===== src/rtl/alu_accum_fsm.sv =====
// Registered ALU with accumulator, flags, sticky overflow and op counter, steered by a 4-state FSM.
// Optional build macro ALU_SAT_EN: ADD/SUB clamp to the signed range on overflow instead of wrapping.
module alu_accum_fsm #(
    parameter int WIDTH   = 8,
    parameter int OPCNT_W = 8
) (
    input  logic               clk,
    input  logic               rst_n,
    input  logic [2:0]         in_sel,
    input  logic [WIDTH-1:0]   num1,
    input  logic [WIDTH-1:0]   num2,
    input  logic [2:0]         op_sel,
    output logic [WIDTH-1:0]   out,
    output logic               carry,
    output logic               zero,
    output logic               ovf_sticky,
    output logic               result_valid,
    output logic [OPCNT_W-1:0] op_count,
    output logic [1:0]         curr_state,
    output logic [1:0]         next_state
);

    typedef enum logic [1:0] {
        S_CLEAR   = 2'b00,
        S_LOAD    = 2'b01,
        S_PERSIST = 2'b10,
        S_HOLD    = 2'b11
    } state_e;

    localparam logic [WIDTH-1:0]   ZERO_W   = {WIDTH{1'b0}};
    localparam logic [WIDTH-1:0]   SMAX_W   = {1'b0, {(WIDTH-1){1'b1}}};
    localparam logic [WIDTH-1:0]   SMIN_W   = {1'b1, {(WIDTH-1){1'b0}}};
    localparam logic [OPCNT_W-1:0] CNT_ZERO = {OPCNT_W{1'b0}};
    localparam logic [OPCNT_W-1:0] CNT_ONE  = {{(OPCNT_W-1){1'b0}}, 1'b1};
    localparam logic [OPCNT_W-1:0] CNT_MAX  = {OPCNT_W{1'b1}};

    // Returns {carry, signed_ovf, result} for one operation.
    function automatic logic [WIDTH+1:0] alu_f(
        input logic [2:0]       op,
        input logic [WIDTH-1:0] a,
        input logic [WIDTH-1:0] b
    );
        logic [WIDTH:0]   ext;
        logic [WIDTH-1:0] res;
        logic             c;
        logic             v;
        ext = {(WIDTH+1){1'b0}};
        res = ZERO_W;
        c   = 1'b0;
        v   = 1'b0;
        case (op)
            3'b000: begin
                ext = {1'b0, a} + {1'b0, b};
                res = ext[WIDTH-1:0];
                c   = ext[WIDTH];
                v   = (a[WIDTH-1] == b[WIDTH-1]) && (res[WIDTH-1] != a[WIDTH-1]);
            end
            3'b001: begin
                ext = {1'b0, a} - {1'b0, b};
                res = ext[WIDTH-1:0];
                c   = ext[WIDTH];
                v   = (a[WIDTH-1] != b[WIDTH-1]) && (res[WIDTH-1] != a[WIDTH-1]);
            end
            3'b010: res = a & b;
            3'b011: res = a | b;
            3'b100: res = a ^ b;
            3'b101: res = ~a;
            3'b110: begin
                res = {a[WIDTH-2:0], 1'b0};
                c   = a[WIDTH-1];
            end
            3'b111: begin
                res = {1'b0, a[WIDTH-1:1]};
                c   = a[0];
            end
            default: res = ZERO_W;
        endcase
`ifdef ALU_SAT_EN
        // Overflow direction follows the sign of a for both ADD and SUB.
        if (v) begin
            res = a[WIDTH-1] ? SMIN_W : SMAX_W;
        end else begin
            res = res;
        end
`else
        v = v;
`endif
        return {c, v, res};
    endfunction

    state_e             state_q, state_d;
    logic [WIDTH-1:0]   out_q, out_d;
    logic               carry_q, carry_d;
    logic               ovf_q, ovf_d;
    logic               valid_q, valid_d;
    logic [OPCNT_W-1:0] cnt_q, cnt_d;
    logic [WIDTH-1:0]   opa_s;
    logic [WIDTH+1:0]   alu_s;

    // Next-state selection by in_sel priority: reset > load > persist > hold.
    always_comb begin
        state_d = S_HOLD;
        if (!rst_n) begin
            state_d = S_CLEAR;
        end else if (in_sel[0]) begin
            state_d = S_CLEAR;
        end else if (in_sel[1]) begin
            state_d = S_LOAD;
        end else if (in_sel[2]) begin
            state_d = S_PERSIST;
        end else begin
            state_d = S_HOLD;
        end
    end

    // Datapath next values, driven by the state being entered.
    always_comb begin
        opa_s   = (state_d == S_PERSIST) ? out_q : num1;
        alu_s   = alu_f(op_sel, opa_s, num2);
        out_d   = out_q;
        carry_d = carry_q;
        ovf_d   = ovf_q;
        valid_d = 1'b0;
        cnt_d   = cnt_q;
        case (state_d)
            S_CLEAR: begin
                out_d   = ZERO_W;
                carry_d = 1'b0;
                ovf_d   = 1'b0;
                cnt_d   = CNT_ZERO;
            end
            S_LOAD, S_PERSIST: begin
                out_d   = alu_s[WIDTH-1:0];
                carry_d = alu_s[WIDTH+1];
                ovf_d   = (state_d == S_PERSIST) ? (ovf_q | alu_s[WIDTH]) : alu_s[WIDTH];
                valid_d = 1'b1;
                cnt_d   = (cnt_q == CNT_MAX) ? CNT_MAX : (cnt_q + CNT_ONE);
            end
            S_HOLD: begin
                valid_d = 1'b0;
            end
            default: begin
                out_d = ZERO_W;
            end
        endcase
    end

    // State and result registers with synchronous active-low reset.
    always_ff @(posedge clk) begin
        if (!rst_n) begin
            state_q <= S_CLEAR;
            out_q   <= ZERO_W;
            carry_q <= 1'b0;
            ovf_q   <= 1'b0;
            valid_q <= 1'b0;
            cnt_q   <= CNT_ZERO;
        end else begin
            state_q <= state_d;
            out_q   <= out_d;
            carry_q <= carry_d;
            ovf_q   <= ovf_d;
            valid_q <= valid_d;
            cnt_q   <= cnt_d;
        end
    end

    assign out          = out_q;
    assign carry        = carry_q;
    assign zero         = (out_q == ZERO_W);
    assign ovf_sticky   = ovf_q;
    assign result_valid = valid_q;
    assign op_count     = cnt_q;
    assign curr_state   = state_q;
    assign next_state   = state_d;

endmodule


===== config.mk =====
export PLATFORM = sky130hd
export DESIGN_NAME = alu_accum_fsm
export DESIGN_NICKNAME = d
export VERILOG_FILES = /design/src/rtl/alu_accum_fsm.sv
export SDC_FILE = /design/constraint.sdc
export NUM_CORES = 1
export LEC_CHECK = 0
export ABC_AREA = 1
export CORE_MARGIN = 2
export CORE_UTILIZATION = 48
export CTS_CLUSTER_SIZE = 20
export DETAILED_ROUTE_END_ITERATION = 8
export GPL_TIMING_DRIVEN = 1
export PLACE_DENSITY = 0.78
export SYNTH_ARGS = -nofsm -noshare
export SYNTH_HDL_FRONTEND = slang
export SYNTH_SLANG_ARGS = --single-unit

===== constraint.sdc =====
create_clock -name clk -period 3.2 [get_ports clk]
set_input_delay 0.96 -clock clk [delete_from_list [all_inputs] [get_ports clk]]
set_output_delay 0.96 -clock clk [all_outputs]
set_load 0.01 [all_outputs]

======== After elaboration in Yosys (flattened, before gate mapping) ========
Cells that the tools add are included.
Widths: inputs -> output; s select.
storage, ports and cells
  word-level logic and storage cells ...... 50
  bits of input ports ..................... 24
  flip-flop bits (word level) ............. 21
operators by class
  bitwise gates (word level) .............. 5
  add/sub/neg operators ................... 3
  equality and inequality tests ........... 14
  reduce and logical (&&, ||, !) cells .... 7
  mux-type cells .......................... 15
operators by type and width
  cell                 number
  $pmux 8 s8           1
  $pmux 8 s2           2
  $mux 8               2
  $eq 3x3->1 const B   4
  $add 8x8->9          1
  $sub 8x8->9          1
  $add 8x1->8 const B  1
  $and 8x8->8          1
  $eq 8x8->1 const B   1
  $logic_not 8->1      1
  $not 8->8            1
  $or 8x8->8           1
  $xor 8x8->8          1
  $eq 3x2->1 const B   2
  $mux 2               3
  $pmux 1 s2           3
  $pmux 1 s4           1
  $eq 3x1->1 const B   1
  $logic_not 3->1      1
  $mux 1               3
  $ne 1x1->1           3
  $eq 2x1->1 const B   1
  $eq 2x2->1 const B   1
  $logic_and 1x1->1    2
  5 further kinds      5

======== Longest topological paths before layout ========
Gate-level depths: netlist of the first run.
  word-level depth ........................ 13
  gate-level depth with buffers ........... 23
  gate-level depth less buffers ........... 21

======== Least setup slack after synthesis of the first run ========
Ideal clock, no wire load.
  path type ............................... in2reg
  start point ............................. in rst_n
  end point ............................... reg out_q[6], in the netlist out[6]
  path buffers ............................ 2
  path slack .............................. -0.449 ns
  arrival time ............................ 3.516 ns
  cell stages on the path ................. 19
  cell sequence ........................... inv_1 > clkbuf_1 > nor3_1 > ha_1 > buf_6 > nand2_1 > and2_1 > inv_1 > ha_1 > inv_1 > fa_1 > o21ai_2 > nand2_1 > nand2_1 > nand2_1 > nand3_1 > nand3_1 > nand3_1 > a21oi_1
between the ends
  word-level cells in the longest chain between the ends .. 6
ends and longest elaborated chain
  element                                    line      source
  start, declared                            8         input logic rst_n,
  $mux 2 (*)                                 103       if (!rst_n) begin
  net next_state[1]                          20        output logic [1:0] next_state
  $eq 2x2->1                                 118, 125
  $mux 8                                     118       opa_s = (state_d == S_PERSIST) ? out_q : num1;
  $sub 8x8->9, or another cell as far along  59        ext = {1'b0, a} - {1'b0, b};
  $pmux 8 s8                                 51        case (op)
  $pmux 8 s2                                 125       case (state_d)
  end signal, assigned                       159       out_q <= out_d;
  end, declared                              92        logic [WIDTH-1:0] out_q, out_d;
The timed path passes the listed nets; every way through them passes the cells marked *.
A chain may end at the register's enable or synchronous reset.

======== Worst setup path after layout of the first run ========
  start point ............................. in rst_n
  end point ............................... out next_state[1]
between the ends
  word-level cells in the longest chain between the ends .. 1
ends and longest elaborated chain
  element        line
  $mux 2         103
  end, declared  20
No other way between the ends.

==> qor.yml, run 1 <==
die_w_um: 75.3
synth-async-reset-ratio_pct: 0
reg2reg_slack_ps: 1160
drc: 0
vdd_drop_max_uv: 228
placedCellCount: 545
report.final.slew_viol_count: 0
critPathRequiredTime_ps: 2240
htreeDepth: 1
start_util_pct: 50.6
r2r-start: "out[0]$_SDFFE_PN0P_"
cts_tree: "built"
drive_gt1_share_pct: 30.7
postCtsHoldBufs: 0
finalSetupViolCount: 0
p_leak_nw: 1.76
fin_util_pct: 79.7
num_antenna_cells: 0
max-cap-violations: 0
slowest_stage: "clkdlybuf4s50_1"
clockBufferDepth: 2
synth_top_area_cell: "dfxtp_1"
stdcell_count: 562
synth_cell_types: 41
wirelength_um: 8420
vias: 3115
gp_congestion: 1.01
cts_buffers: 3
multi_input_area_um2: 2000
grt_overflow: 0
fin_crit_ps: 3170
worstPathCellList: "buf_6 -> buf_6 -> inv_12 -> nor3_4 -> buf_4 -> buf_4 -> clkdlybuf4s50_1"
antenna_found_initial: 0
grt_pass1_vias: 2854
ys_ff_latch: 21
drtPass1Iterations: 5
synth_edf_count: 0
yosysSeqAreaShare_pct: 17.2
cts_root_buffer: "clkbuf_8"
fp.dieH_um: 75.3
viasPerCell: 5.54
postSynthAreaPerCell_um2: 6.32
fillers: 362
powerDensity_nw_per_um2: 257
ant_nets: 0
dieArea_um2: 5670
rows: 25
critPathLaunch: "rst_n"
skew_ps: 4.61
end_kind: "primary output"
hold_violations: 0
fin_nets: 550
cp_data_arrival_time_ps: 2210
port_buffers: 47
timing.final.crit_share_pct: 99.0
cts.sinks: 21
rr_endpoint: "out[4]$_SDFFE_PN0P_"
rsz0062_at_grt: "yes"
clkTransAtPathRegs_ps: 70
critPathMaxFanout: 4
worst_pin_slew_ps: 395
syn_nets: 440
hold_path_class: "flop to flop"
synth_flop_cell: "dfxtp_1"
netlist.area_leader.share_pct: 17.2
worstSetupPathType: "input port to primary output"
setup_tns_ps: 0
area_growth_pct: 57.3
core_um2: 4820
wl_per_cell_um: 15.0
fmax_ghz: 0.316
hpwl_um: 6080
io_pins: 48
slew_headroom_pct: 73.6
regArea_um2: 420
yosys_warnings: 0
synth.area.top_cells: "dfxtp_1 (17%), ha_1 (14%), nand2_1 (12%)"
worstSetupStartpointType: "input port"
initialDrtViolationCount: 255
grt_usage_pct: 29.1
syn_inst: 386
hold_slack_ps: 489
grt_pass1_wl_um: 12900
reg2reg_depth: 12
critPathMaxStageDelay_ps: 540
syn_area_um2: 2440
clk_latency_ps: 260
status: "complete, no violations"
critPathCapture: "next_state[1]"
grt_start_max_net_pins: 19
synth.most_common_cell: "nand2_1"
synth_commonest_cells: "nand2_1 (80), inv_1 (66), a21oi_1 (33), nand3_1 (30), ha_1 (28)"
-- per-layer routing --
| metal | global-route usage [%] | routed length (µm) | vias to the layer above |
|---|---|---|---|
| li1 | - | - | 1488 |
| met1 | 39.0 | 3510 | 1465 |
| met2 | 48.2 | 4150 | 138 |
| met3 | 4.89 | 547 | 24 |
| met4 | 8.38 | 206 | 0 |
| met5 | 0 | 0 | - |
-- power breakdown --
part           switching [W]  internal, W
combinational       0.000277     0.000256
sequential        0.00000843     0.000269
clock              0.0000866    0.0000888
-- area by class of cell --
cell class | instances | area share [%]
inverter | 69 | 7.46
tap | 67 | 2.18
timing repair buffer | 116 | 26.2
multi-input combinational | 285 | 52.0
clock buffer | 4 | 1.17
sequential | 21 | 11.0
-- worst min path at each step --
stage	start	to	slack, ps	depth (start not counted)
final	out[1]$_SDFFE_PN0P_	out[1]$_SDFFE_PN0P_	490	2
after global routing	op_count[3]$_SDFFE_PN0P_	op_count[3]$_SDFFE_PN0P_	510	2
after CTS	ovf_sticky$_SDFFE_PN0P_	ovf_sticky$_SDFFE_PN0P_	480	2
after detailed placement	ovf_sticky$_SDFFE_PN0P_	ovf_sticky$_SDFFE_PN0P_	470	2
after global placement	ovf_sticky$_SDFFE_PN0P_	ovf_sticky$_SDFFE_PN0P_	470	2
after floorplan	carry$_SDFFE_PN0P_	carry$_SDFFE_PN0P_	490	2
-- cells in the final DEF (no fill, tap or decap), types with 9 or more instances in the layout --
| cell type | synthesis | routed |
|---|---|---|
| a21oi_1 | 33 | 26 |
| inv_1 | 66 | 58 |
| o22ai_1 | 10 | 10 |
| nor2_1 | 25 | 21 |
| ha_4 | 0 | 9 |
| nand2_2 | 5 | 11 |
| buf_4 | 2 | 63 |
| nand3_1 | 30 | 24 |
| clkdlybuf4s50_1 | 0 | 43 |
| nand2_1 | 80 | 71 |
| o21ai_0 | 26 | 20 |
| ha_1 | 28 | 18 |
| dfxtp_1 | 21 | 21 |
-- critical path: cells and delay by family --
family / cells / cell delay (ps)
AND/OR/NAND/NOR: 1 / 230
buffers and inverters: 6 / 1010
-- state kept, by name (all words and copies together) (netlist names) --
register,flops
op_count,8
out,8
curr_state,2
carry,1
ovf_sticky,1
result_valid,1
-- logic make-up after synthesis --
family	share of synthesized area, %
compound gates	22.3
xor+xnor	1.79
fa+ha+maj	16.0
buf+inv	13.9
flops	17.2
simple gates	28.8
-- metrics by stage --
step                total power (W)  setup slack (ps)  area [µm²]
finish                     0.000987              33.2        3840
global route                0.00104             -44.3        3840
CTS                        0.000933              3.93        3650
detailed placement         0.000740              -716        3480
global placement           0.000732              -684        3480
floorplan                  0.000551             -46.9        2610
-- what timing repair did --
| item | CTS | global route |
|---|---|---|
| setup endpoints to repair | 11 | 8 |
| endpoints found under the hold margin | 0 | 0 |
| buffers inserted | 8 | 5 |
| pin swaps | 15 | 24 |
| gates resized for setup | 24 | 49 |
Power figures use the tool's default switching activity.
==> inputs of run 2 (changes only) <==
CTS_CLUSTER_DIAMETER = 50   (was not set)
==> results of run 2 <==
No change in the layout: final DEF, timing and power equal those of run 1.
==> inputs of run 3 (changes only) <==
PLACE_DENSITY = 0.8   (was 0.78)
==> qor.yml, run 3 (synthesis gave the netlist of run 1 again) <==
io_pins: 48  # unchanged
hold_path_class: "flop to flop"
fp.dieH_um: 75.3  # unchanged
start_util_pct: 50.6  # unchanged
postCtsHoldBufs: 0  # unchanged
final_common_cell: "nand2_1"
drtPass1Iterations: 5  # unchanged
dieArea_um2: 5670  # unchanged
hold_slack_ps: 493  # +4.49 ps
num_antenna_cells: 0  # unchanged
grt_pass1_wl_um: 13300  # +3.4%
vias: 3087  # -0.90%
fin_nets: 548  # -0.36%
grt_start_max_net_pins: 19  # unchanged
stdcell_count: 560  # -0.36%
timing.final.crit_share_pct: 98.7  # -0.29 points
gp_congestion: 0.956  # -5.7%
met2WireLength_um: 4280  # +3.0%
vdd_drop_max_uv: 187  # -18%
antenna_found_initial: 0  # unchanged
htreeDepth: 1  # unchanged
slew_headroom_pct: 69.0  # -4.6 points
routed-wl-met3_um: 609  # +11%
hold_violations: 0  # unchanged
rsz0062_at_grt: "yes"
worstSetupStartpointType: "input port"
drive_gt1_share_pct: 27.6  # -3.1 points
critPathMaxFanout: 2  # -2
worst_pin_slew_ps: 464  # +69.2 ps
max-cap-violations: 0  # unchanged
wirelength_um: 8770  # +4.2%
area_growth_pct: 52.0
worstSetupPathType: "input port to primary output"
report.final.slew_viol_count: 0  # unchanged
cts_buffers: 3  # unchanged
critPathRequiredTime_ps: 2240  # about the same
clk_latency_ps: 260  # about the same
powerDensity_nw_per_um2: 262  # +1.9%
status: "complete, no violations"
ant_nets: 0  # unchanged
cts.sinks: 21  # unchanged
cts_root_buffer: "clkbuf_8"
initialDrtViolationCount: 230  # -9.8%
core_um2: 4820  # unchanged
p_leak_nw: 1.73  # -1.7%
clockBufferDepth: 2  # unchanged
hpwl_um: 6750  # +11%
viasPerCell: 5.51  # -0.54%
skew_ps: 2.74  # -1.88 ps
mostFrequentLayoutCells: "nand2_1 (73), buf_4 (63), inv_1 (57), clkdlybuf4s50_1 (43), a21oi_1 (31)"
setup_tns_ps: 0  # unchanged
met1_length_um: 3630  # +3.4%
drc: 0  # unchanged
cts_tree: "built"
fin_crit_ps: 3160  # -9.32 ps
end_kind: "primary output"
total_power_w: 0.000971  # -1.6%
clkTransAtPathRegs_ps: 80  # about the same
finalSetupViolCount: 0  # unchanged
design_area_um2: 3710  # -3.4%
cp_data_arrival_time_ps: 2200  # about the same
fmax_ghz: 0.317  # +0.30%
rows: 25  # unchanged
port_buffers: 47  # unchanged
placedCellCount: 548  # +0.55%
die_w_um: 75.3  # unchanged
grt_overflow: 0  # unchanged
wl_per_cell_um: 15.7  # +4.6%
grt_pass1_vias: 2905  # +1.8%
top_layer_used: "met4"
grt_usage_pct: 30.7  # +1.6 points
dpl_cell_area_um2: 3500  # +0.65%
-- run 3: final timing paths --
| kind | startpoint | endpoint | slack [ps] | depth (start not counted) |
|---|---|---|---|---|
| max | in_sel[2] | next_state[0] | 40 | 8 |
| min | out[1]$_SDFFE_PN0P_ | out[1]$_SDFFE_PN0P_ | 490 | 2 |
| max reg2reg | out[0]$_SDFFE_PN0P_ | out[4]$_SDFFE_PN0P_ | 1170 | 12 |
| min reg2reg | out[1]$_SDFFE_PN0P_ | out[1]$_SDFFE_PN0P_ | 490 | 2 |
-- run 3: final cells by class --
type                            count  area (µm²)
Inverter                           69         282
Clock buffer                        3        41.3
Tap cell                           67        83.8
Fill cell                         403        1110
Multi-Input combinational cell    285        1890
Clock inverter                      1        5.00
Sequential cell                    21         420
Timing Repair Buffer              114         985
-- run 3: timing repair --
item | CTS | global route
endpoints found under the setup margin | 11 | 10
setup buffers | 4 | 4
pin swaps | 15 | 13
hold endpoints to repair | 0 | 0
gates resized for setup | 20 | 28
-- run 3: worst max-delay path, cell delays in order --
cell and delay, ps:
clkbuf_2 100, inv_2 40, o21ai_4 170, nor2_4 70, buf_4 130, buf_4 120, buf_4 130, clkdlybuf4s50_1 470
-- run 3: through the flow --
stage | utilization, % | worst slack, ps
after floorplan | - | -46.9
after global placement | 72.7 | -589
after detailed placement | 72.7 | -710
after CTS | 75.1 | 2.45
after global routing | 77.0 | -14.2
final | 77.0 | 42.5
-- run 3: metal layers --
layer,global-route usage (%),vias to the layer above
met5,0,-
met4,9.36,0
met3,3.84,31
met2,53.2,156
met1,39.9,1415
li1,-,1485
-- run 3: report_power, final --
group	total, W	leakage, nW	internal [W]	switching (W)
clock	0.000180	0.0255	0.0000869	0.0000928
combinational	0.000514	1.54	0.000246	0.000268
sequential	0.000277	0.170	0.000269	0.00000775
total	0.000971	1.73	0.000602	0.000368
==> RTL change, RTL diff (config.mk and constraints of run 3) <==
Build with the macro `ALU_SAT_EN` defined.
--- a/src/rtl/alu_accum_fsm.sv
+++ b/src/rtl/alu_accum_fsm.sv
@@ -2,2 +2,4 @@
 // Optional build macro ALU_SAT_EN: ADD/SUB clamp to the signed range on overflow instead of wrapping.
+`define ALU_SAT_EN
+
 module alu_accum_fsm #(
Formal check against the unedited RTL: not equivalent (Yosys sat finds a counterexample within 4 cycles, from zero or initial values and one cycle with rst_n low).
==> RTL change against run 3 <==
  * Wire length increased by 51%
  * Final area up 18%
  * Largest cell class unchanged
  * The flow now finishes with violations (setup timing)
  * Sequential cell count unchanged
  * Power grew 21%
  * Register-to-register slack worse by 740 ps
  * Sequential share of layout area shrank 1.7 points
  * Area after synthesis increased by 0.72%
  * Fmax decreased by 15%
  * Clock power up 6%
  * Worst setup slack got worse by 560 ps
==> RTL change: results (changes against run 3) <==
- Min Hold Slack: 469 ps (was 493 ps)
- First-pass GRT wire length: 15600 microns (was 13300 microns)
- Cell count after synthesis: 404 (was 386)
- Crit Path Max Fanout: 7 (was 2)
- Final setup margin: -520 ps (was 42.5 ps)
- WP data arrival: 3890 ps (was 2200 ps)
- DRT Wirelength: 13300 microns (was 8770 microns)
- Worst R2R Path Depth: 11 (was 12)
- Gp weighted congestion: 1.04 (was 0.956)
- Top post-synthesis cells by area: dfxtp_1, ha_1, nand2_1 (unchanged)
- Final setup violation count: 11 (was 0)
- Vias in the first global route: 3281 (was 2905)
- Clock latency at the later pin of the worst-skew pair: 280 ps (was 260 ps)
- Dpl cells: 577 (was 548)
- Syn_nets: 457 (was 440)
- Leakage: 2.01 nW (was 1.73 nW)
- Slew HR: 0.641 (was 0.690)
- Post-Synth XOR/XNOR Area: 0.0249 (was 0.0179)
- VDD IR-drop max: 213 uV (was 187 uV)
- Reg2Reg Capture Point: out[2]$_SDFFE_PN0P_ (was out[4]$_SDFFE_PN0P_)
- Pre-antenna DRT Iters: 7 (was 5)
- All-Layer GR Usage: 0.361 (was 0.307)
- Failing checks: setup timing
- Placed cell areas: 3580 sq um (was 3500 sq um)
- 1st-iter DRT viols: 670 (was 230)
- Place WS: -987 ps (was -710 ps)
- HPWL Detailed: 6770 microns (was 6750 microns)
- Final Util: 0.875 (was 0.770)
- Status: finished with violations (was completed)
## RTL change: kinds of logic (layout without fill, tap and decap cells)
kind of cell / Yosys count / count (layout)
and+or+nand+nor: 182 / 184
AOI/OAI and AO/OA: 88 / 88
buffers and inverters: 77 / 211
adders and majority gates: 29 / 29
DFF: 21 / 21
xor gates and xnor gates: 7 / 7
## RTL change: layer usage
layer	vias up	share of wire	global-route usage
li1	1598	-	-
met1	1779	0.33	0.460
met2	408	0.45	0.595
met3	163	0.12	0.0741
met4	0	0.098	0.148
met5	-	0	0
## RTL change: how the worst max path moves through the flow
stage / cells after the start / startpoint / slack (ps) / endpoint
3_5_place_dp: 15 / rst_n / -990 / out[2]$_SDFFE_PN0P_
5_1_grt: 19 / in_sel[0] / -590 / out[2]$_SDFFE_PN0P_
2_1_floorplan: 20 / rst_n / -240 / out[2]$_SDFFE_PN0P_
3_3_place_gp: 15 / rst_n / -840 / out[2]$_SDFFE_PN0P_
6_report: 19 / in_sel[0] / -520 / out[2]$_SDFFE_PN0P_
4_1_cts: 18 / in_sel[1] / 10 / out[0]$_SDFFE_PN0P_
## RTL change: report_power, final
group	leakage [nW]	switching, mW	internal [mW]
Clock	0.0255	0.102	0.0876
Sequential	0.170	0.0121	0.270
Combinational	1.81	0.388	0.315
Total	2.01	0.502	0.672
## RTL change: timing repair
item	4_1_cts	5_1_grt
pin swaps	27	28
resized for setup	81	67
setup endpoints to repair	12	10
cloned	2	0
buffers inserted	18	10
hold buffers	0	0
## RTL change: area by class of cell
| cell class | count | area share |
|---|---|---|
| timing repair buffer | 140 | 0.279 |
| sequential | 21 | 0.0959 |
| multi-input combinational | 308 | 0.532 |
| tap | 70 | 0.0200 |
| inverter | 67 | 0.0625 |
| clock buffer | 3 | 0.00942 |
| clock inverter | 1 | 0.00114 |
